==> src/rtl/ce_pix_pkg.sv <==
// ce_pix_pkg: shared types and constants for the pixel clock-enable generator.
//   mode_e   : video mode (native / scandoubled)
//   state_e  : mode-switch state machine states
//   INC_DIV2 : NCO increment giving clk/2 for a 16-bit accumulator
//   INC_DIV4 : NCO increment giving clk/4 for a 16-bit accumulator
package ce_pix_pkg;

  typedef enum logic {
    MODE_NATIVE = 1'b0,
    MODE_DOUBLE = 1'b1
  } mode_e;

  typedef enum logic {
    ST_IDLE    = 1'b0,
    ST_PENDING = 1'b1
  } state_e;

  localparam logic [15:0] INC_DIV2 = 16'h8000;
  localparam logic [15:0] INC_DIV4 = 16'h4000;

endpackage

==> src/rtl/ce_nco.sv <==
// ce_nco: phase-accumulator NCO. Every cycle {carry, acc} <= acc + inc;
// the carry is the one-cycle pixel enable.
// Ports:
//   clk_sys  in          clock
//   reset    in          asynchronous active-high reset
//   clr      in          synchronous clear of accumulator and carry
//   inc      in  ACC_W   increment, sampled live
//   carry    out         registered carry of the last add
//   acc      out ACC_W   accumulator value
module ce_nco #(
  parameter int ACC_W = 16
) (
  input  logic             clk_sys,
  input  logic             reset,
  input  logic             clr,
  input  logic [ACC_W-1:0] inc,
  output logic             carry,
  output logic [ACC_W-1:0] acc
);

  always_ff @(posedge clk_sys or posedge reset) begin
    if (reset) begin
      acc   <= '0;
      carry <= 1'b0;
    end else if (clr) begin
      acc   <= '0;
      carry <= 1'b0;
    end else begin
      // One bit wider than the accumulator: top bit is the wrap carry.
      {carry, acc} <= {1'b0, acc} + {1'b0, inc};
    end
  end

endmodule

==> src/rtl/ce_pix_gen.sv <==
// ce_pix_gen: pixel clock-enable generator with two programmable NCO rates
// (native / scandoubled) and glitch-free mode switching.
// Optional feature macro: CE_PIX_LINE_ALIGN_EN
//   defined   : a requested mode change is applied on the next hsync rising edge
//   undefined : hsync is ignored; the change is applied one cycle after detection
// Ports:
//   clk_sys            in          clock
//   reset              in          asynchronous active-high reset
//   forced_scandoubler in          requested mode (0 native, 1 doubled)
//   inc_native         in  ACC_W   NCO increment in native mode
//   inc_double         in  ACC_W   NCO increment in doubled mode
//   hsync              in          horizontal sync, rising edge is the switch point
//   ce_pix             out         one-cycle pixel enable
//   ce_half            out         every second ce_pix
//   mode_active        out         mode currently in effect
//   switch_pending     out         request differs from mode_active, not yet applied
module ce_pix_gen
  import ce_pix_pkg::*;
#(
  parameter int ACC_W       = 16,
  parameter bit HALF_EN_RST = 1'b1
) (
  input  logic             clk_sys,
  input  logic             reset,
  input  logic             forced_scandoubler,
  input  logic [ACC_W-1:0] inc_native,
  input  logic [ACC_W-1:0] inc_double,
  input  logic             hsync,
  output logic             ce_pix,
  output logic             ce_half,
  output logic             mode_active,
  output logic             switch_pending
);

  mode_e            mode_reg;
  state_e           state_reg;
  logic             phase_reg;
  mode_e            req_mode;
  logic             switch_ok;
  logic             do_switch;
  logic [ACC_W-1:0] inc_sel;
  logic [ACC_W-1:0] acc;

  assign req_mode = mode_e'(forced_scandoubler);

`ifdef CE_PIX_LINE_ALIGN_EN
  logic hsync_d;

  always_ff @(posedge clk_sys or posedge reset) begin
    if (reset) hsync_d <= 1'b0;
    else       hsync_d <= hsync;
  end

  assign switch_ok = hsync & ~hsync_d;
`else
  // Without line alignment the switch happens one cycle after detection.
  logic unused_hsync;
  assign unused_hsync = hsync;
  assign switch_ok    = 1'b1;
`endif

  // A request that reverts on the switch cycle wins: no switch, no clear.
  assign do_switch = (state_reg == ST_PENDING) && (req_mode != mode_reg) && switch_ok;

  assign inc_sel = (mode_reg == MODE_DOUBLE) ? inc_double : inc_native;

  ce_nco #(
    .ACC_W (ACC_W)
  ) u_nco (
    .clk_sys (clk_sys),
    .reset   (reset),
    .clr     (do_switch),
    .inc     (inc_sel),
    .carry   (ce_pix),
    .acc     (acc)
  );

  // acc is only observed for debug; nothing downstream consumes it.
  logic unused_acc;
  assign unused_acc = ^acc;

  always_ff @(posedge clk_sys or posedge reset) begin
    if (reset) begin
      state_reg <= ST_IDLE;
      mode_reg  <= MODE_NATIVE;
      phase_reg <= 1'b0;
    end else begin
      if (do_switch && HALF_EN_RST) phase_reg <= 1'b0;
      else if (ce_pix)              phase_reg <= ~phase_reg;

      case (state_reg)
        ST_IDLE: begin
          if (req_mode != mode_reg) state_reg <= ST_PENDING;
        end
        ST_PENDING: begin
          if (req_mode == mode_reg) begin
            state_reg <= ST_IDLE;
          end else if (switch_ok) begin
            mode_reg  <= req_mode;
            state_reg <= ST_IDLE;
          end
        end
        default: state_reg <= ST_IDLE;
      endcase
    end
  end

  // Phase is sampled before its toggle, so the first pulse after a clear
  // never raises ce_half.
  assign ce_half        = ce_pix & phase_reg;
  assign mode_active    = (mode_reg == MODE_DOUBLE);
  assign switch_pending = (state_reg == ST_PENDING);

endmodule

==> config.mk <==
export PLATFORM = sky130hd
export DESIGN_NAME = ce_pix_gen
export DESIGN_NICKNAME = d
export VERILOG_FILES = /design/src/rtl/ce_pix_pkg.sv /design/src/rtl/ce_nco.sv /design/src/rtl/ce_pix_gen.sv
export SDC_FILE = /design/constraint.sdc
export NUM_CORES = 1
export LEC_CHECK = 0
export ABC_AREA = 1
export BUFFER_PORTS_ARGS = -buffer_cell sky130_fd_sc_hd__buf_2
export CAP_MARGIN = 10
export CORE_MARGIN = 10
export CORE_UTILIZATION = 54
export CTS_CLUSTER_DIAMETER = 60
export DETAILED_ROUTE_END_ITERATION = 7
export GPL_TIMING_DRIVEN = 0
export PLACE_DENSITY_LB_ADDON = 0.1
export REMOVE_ABC_BUFFERS = 1
export SLEW_MARGIN = 20
export SYNTH_ARGS = -nofsm -noshare
export SYNTH_HDL_FRONTEND = slang
export SYNTH_SLANG_ARGS = --single-unit
==> constraint.sdc <==
create_clock -name clk_sys -period 2.25 [get_ports clk_sys]
set_input_delay 0.225 -clock clk_sys [delete_from_list [all_inputs] [get_ports clk_sys]]
set_output_delay 0.225 -clock clk_sys [all_outputs]
set_load 0.01 [all_outputs]
### After elaboration in Yosys (flattened, before gate mapping)

Cells that the tools add are included.

| operators by class | value |
|---|---|
| $add $sub $neg | 1 |
| eq/ne operators | 2 |
| muxes and demuxes | 7 |
| bitwise logic cells | 4 |
| reduce and logical (&&, ||, !) cells | 3 |

Operator list:

| cell | number |
|---|---|
| 16-bit 2-to-1 mux | 2 |
| 16-bit by 16-bit adder with 17-bit output | 1 |
| 1-bit 2-to-1 mux | 4 |
| 1-bit inverter | 3 |
| 1-bit case mux with 2 select lines | 1 |
| 2-bit AND reduction | 1 |
| 2-bit nonzero test | 1 |
| 1-bit AND | 1 |
| 1-bit equality test | 1 |
| 1-bit logical AND | 1 |
| 1-bit inequality test | 1 |

| storage, ports and cells | value |
|---|---|
| register bits | 20 |
| output and inout bits | 4 |
| logic and storage cells | 22 |

### Logic depth before layout (Yosys ltp)

| depth | value |
|---|---|
| depth in word-level cells | 3 |
| depth in mapped cells | 15 |
| mapped depth without buffers | 14 |

### Cells and area by module

A second synthesis with hierarchy kept.

| unflattened totals | value |
|---|---|
| cells, all modules | 297 |
| area total of the unflattened synthesis | 1831.8 µm² |

Modules (own cells, without submodules):

| module | instances | cells each | area each (µm²) |
|---|---|---|---|
| ce_nco | 1 | 226 | 1467.7 |
| ce_pix_gen | 1 | 71 | 364.1 |

### Worst setup path before layout

No wires, ideal clock.

| timing | value |
|---|---|
| path type | reg-to-reg |
| start point | register mode_reg (netlist: mode_active) |
| end point | register u_nco.acc[14] |
| library setup time | 0.119 ns |
| arrival time | 1.793 ns |
| required time | 2.131 ns |
| slack | 0.338 ns |
| cell stages (with the launch flop) | 15 |
| path buffers | 1 |
| period minus slack after synthesis | 1.912 ns |
| cell sequence | dfrtp_1 -> buf_6 -> inv_2 -> nand2_1 -> nand2_1 -> ha_1 -> fa_1 -> nand2_1 -> nand2_1 -> nand3b_1 -> nand2_1 -> nand2_1 -> nand3_1 -> nand2_1 -> nor2_1 |

| between the ends | value |
|---|---|
| word-level cells in the longest chain between the ends | 3 |
| elaborated cells on any way between the ends | 5 |

RTL lines:

| element | RTL line | source |
|---|---|---|
| from (decl) | ce_pix_gen.sv:35 | `mode_e mode_reg;` |
| from (signal assigned) | ce_pix_gen.sv:99 | `mode_reg <= req_mode;` |
| 16-bit 2-to-1 mux or 1-bit inequality test (tied branches) | ce_pix_gen.sv:65, ce_pix_gen.sv:63 |  |
| 16-bit by 16-bit adder with 17-bit output or 1-bit logical AND (tied branches) | ce_nco.sv:30, ce_pix_gen.sv:63 |  |
| 16-bit 2-to-1 mux (*) | ce_nco.sv:25 | `end else if (clr) begin` |
| to (signal assigned) | ce_nco.sv:30 | `{carry, acc} <= {1'b0, acc} + {1'b0, inc};` |
| to (decl) | ce_nco.sv:18 | `output logic [ACC_W-1:0] acc` |

Every way passes the cells marked *; elsewhere a longest branch is shown, timed or not.
A chain may end at the register's enable or synchronous reset.

### Worst setup path in the final report

| timing | value |
|---|---|
| start point | register mode_reg (netlist: mode_active) |
| end point | register u_nco.acc[6] |

Same word-level chain as after synthesis.

==> metrics <==
placed inst area=2000 um^2; initial core utilization=57.5%; worst path cell trace=buf_8, nand2_2, nand2_2, ha_4, fa_2, nand2_4, nand2_2, nand3b_1, nand2_2, buf_4, o21ai_0, a21oi_1; area growth from synthesis to layout=18.6%; Gate Count Post-Synth=286; CTS max path bufs=2; DRC errors left=0; total gr overflow=0; Top FF cell, synth=dfrtp_1; Cell Rows=20; most common cell in the netlist=nand2_1; status=finished, final reports clean; Clk Tree Root Cell=clkbuf_4; total clock sinks=20; share of the synthesized area in the top cell type=28.1%; Multi-input gate area=1130 um^2; crit path time final=2140 ps; crit path launch=mode_active; Antenna Cells=0; vias per inst=4.80; drt first pass iters=4; highest clock rate=0.468 GHz; Largest Register=u_nco.acc; slew margin rel.=45.7%; fin. max-slew vios=0; Post-DRT Antenna Nets=0; Die W=77.5 um; final hold viol count=0; register area=504 um^2; Worst-Margin Slew=814 ps; slowest library cell on the worst path=dfrtp_4; GP Congestion=0.924; area leader, netlist=dfrtp_1; CTS tree=built; top post-synthesis cells by area=dfrtp_1 28%, nand2_1 27%, ha_1 11%; CP peak stage delay=540 ps; WP data required=2460 ps; mean post-synth cell area=6.23 um^2; Post-layout nets=383; CTS buffer count=3; largest net degree at the start of global routing=21; number of DRC markers in iteration 0=107; Tcrit/Tclk final=95.0%; design area=2110 um^2; VDD IR max=785 uV; number of flip-flops under the largest register name=16; ys async rst share=100%; Boundary Pins=40; crit path launch type=flip-flop; IO buf count=38; setup TNS=0 ps; Yosys warning count=0; Cell variety after synth=26; Seq/Total Area, Yosys=28.1%; CP most frequent cell=nand2_2; RR Endpoint=u_nco.acc[6]; setup violators final=0; total die area=6000 um^2; Worst Clk Skew=14.6 ps; crit path DAT=2350 ps; WS Path Type=reg -> reg; Reg clk slew, reported paths=120 ps; Mapped Area=1780 um^2; Hold Path Class=in -> async; max-cap violations=0; fill count=326; number of synthesized register bits=20; reg2reg path depth=12; dpl hpwl=3130 um; via count=1787; WL final=4160 um; vias in the first global route=1759; H-tree levels=1; Core Footprint=3100 um^2; R2R Setup Slk=110 ps; WL/cell=11.2 um; first-pass GRT wire length=7480 um; Crit Path Max Fanout=8; Tot Pwr=3.59 mW; pwr dens=1700 nW/um^2; most frequent cells after synthesis=126 x nand2_1, 43 x inv_1, 26 x nor2_1; chip height=77.5 um; Worst-Skew Late Latency=310 ps; Total GRT Usage=14.2%; Pleak=1.30 nW; layout cells sized above 1=21.6%; number of flops mapped to enable cells by yosys=0; endpoint class of the critical path=flip-flop; initial antenna violation count=0; end point of the critical path=u_nco.acc[6]; Worst R2R Start=mode_active
==> power by group <==
group          total, mW  internal [mW]  switching, mW
logic               2.74           1.05           1.70
registers          0.674          0.575         0.0992
clock network      0.177         0.0626          0.115
==> worst min path at each step <==
stage	cells past startpoint	to	slack [ps]	startpoint
finish	2	u_nco.acc[1]	50	reset
global route	2	u_nco.acc[15]	120	reset
CTS	2	u_nco.acc[1]	80	reset
detailed placement	2	switch_pending	420	reset
global placement	2	mode_active	430	reset
floorplan	1	mode_active	190	reset
==> kinds of logic (layout without fill, tap and decap cells) <==
group / count (synthesis) / in the layout / share of synthesized area [%]
compound gates: 24 / 24 / 7.09
simple gates: 174 / 174 / 39.9
fa+ha+maj: 17 / 17 / 12.4
xor+xnor: 2 / 2 / 1.40
flops: 20 / 20 / 28.1
buf+inv: 49 / 91 / 11.2
==> layout make-up <==
type / instances / share of cell area, %
clock buffers: 3 / 1.07
inverters: 45 / 8.11
multi-input cells: 217 / 53.3
flip-flops and latches: 20 / 23.8
well taps: 44 / 2.60
repair buffers: 43 / 11.1
==> placed cells by master (no fill, tap or decap), drive strengths merged, types with 2 or more instances in the layout <==
cell    instances
inv            45
xnor2           2
ha             16
dfrtp          20
buf            43
nand3b          2
clkbuf          3
a21oi          17
o21ai           6
nand3          10
nor3            2
nand2         130
nor2           28
==> timing repair <==
item,CTS,global route
pin swaps,0,5
gates resized for setup,4,15
hold buffers,0,0
endpoints found under the setup margin,15,9
setup buffers,2,3
==> per-stage QoR <==
| stage | utilization (%) | std cells | setup slack (ps) | hold WS [ps] |
|---|---|---|---|---|
| after global placement | 64.4 | 364 | -487 | 426 |
| after global routing | 68.1 | 372 | -18.1 | 123 |
| after CTS | 65.8 | 369 | 13.8 | 78.3 |
| after floorplan | - | 282 | 1.79 | 189 |
| final | 68.1 | 372 | 113 | 48.6 |
| after detailed placement | 64.4 | 364 | -533 | 418 |
==> worst max-delay path, delay by kind of cell (launching register included) <==
| kind | cells | cell delay (ps) |
|---|---|---|
| adders and majority gates | 2 | 550 |
| DFF | 1 | 540 |
| and+or+nand+nor | 6 | 480 |
| buffers and inverters | 2 | 300 |
| AOI/OAI and AO/OA | 2 | 180 |
==> layer usage <==
metal	part of all wire [%]	vias to the layer above	global-route usage (%)
li1	-	950	-
met1	46	789	18.3
met2	47	43	23.7
met3	5.6	5	2.65
met4	0.75	0	3.47
met5	0	-	0
Power figures use the tool's default switching activity.
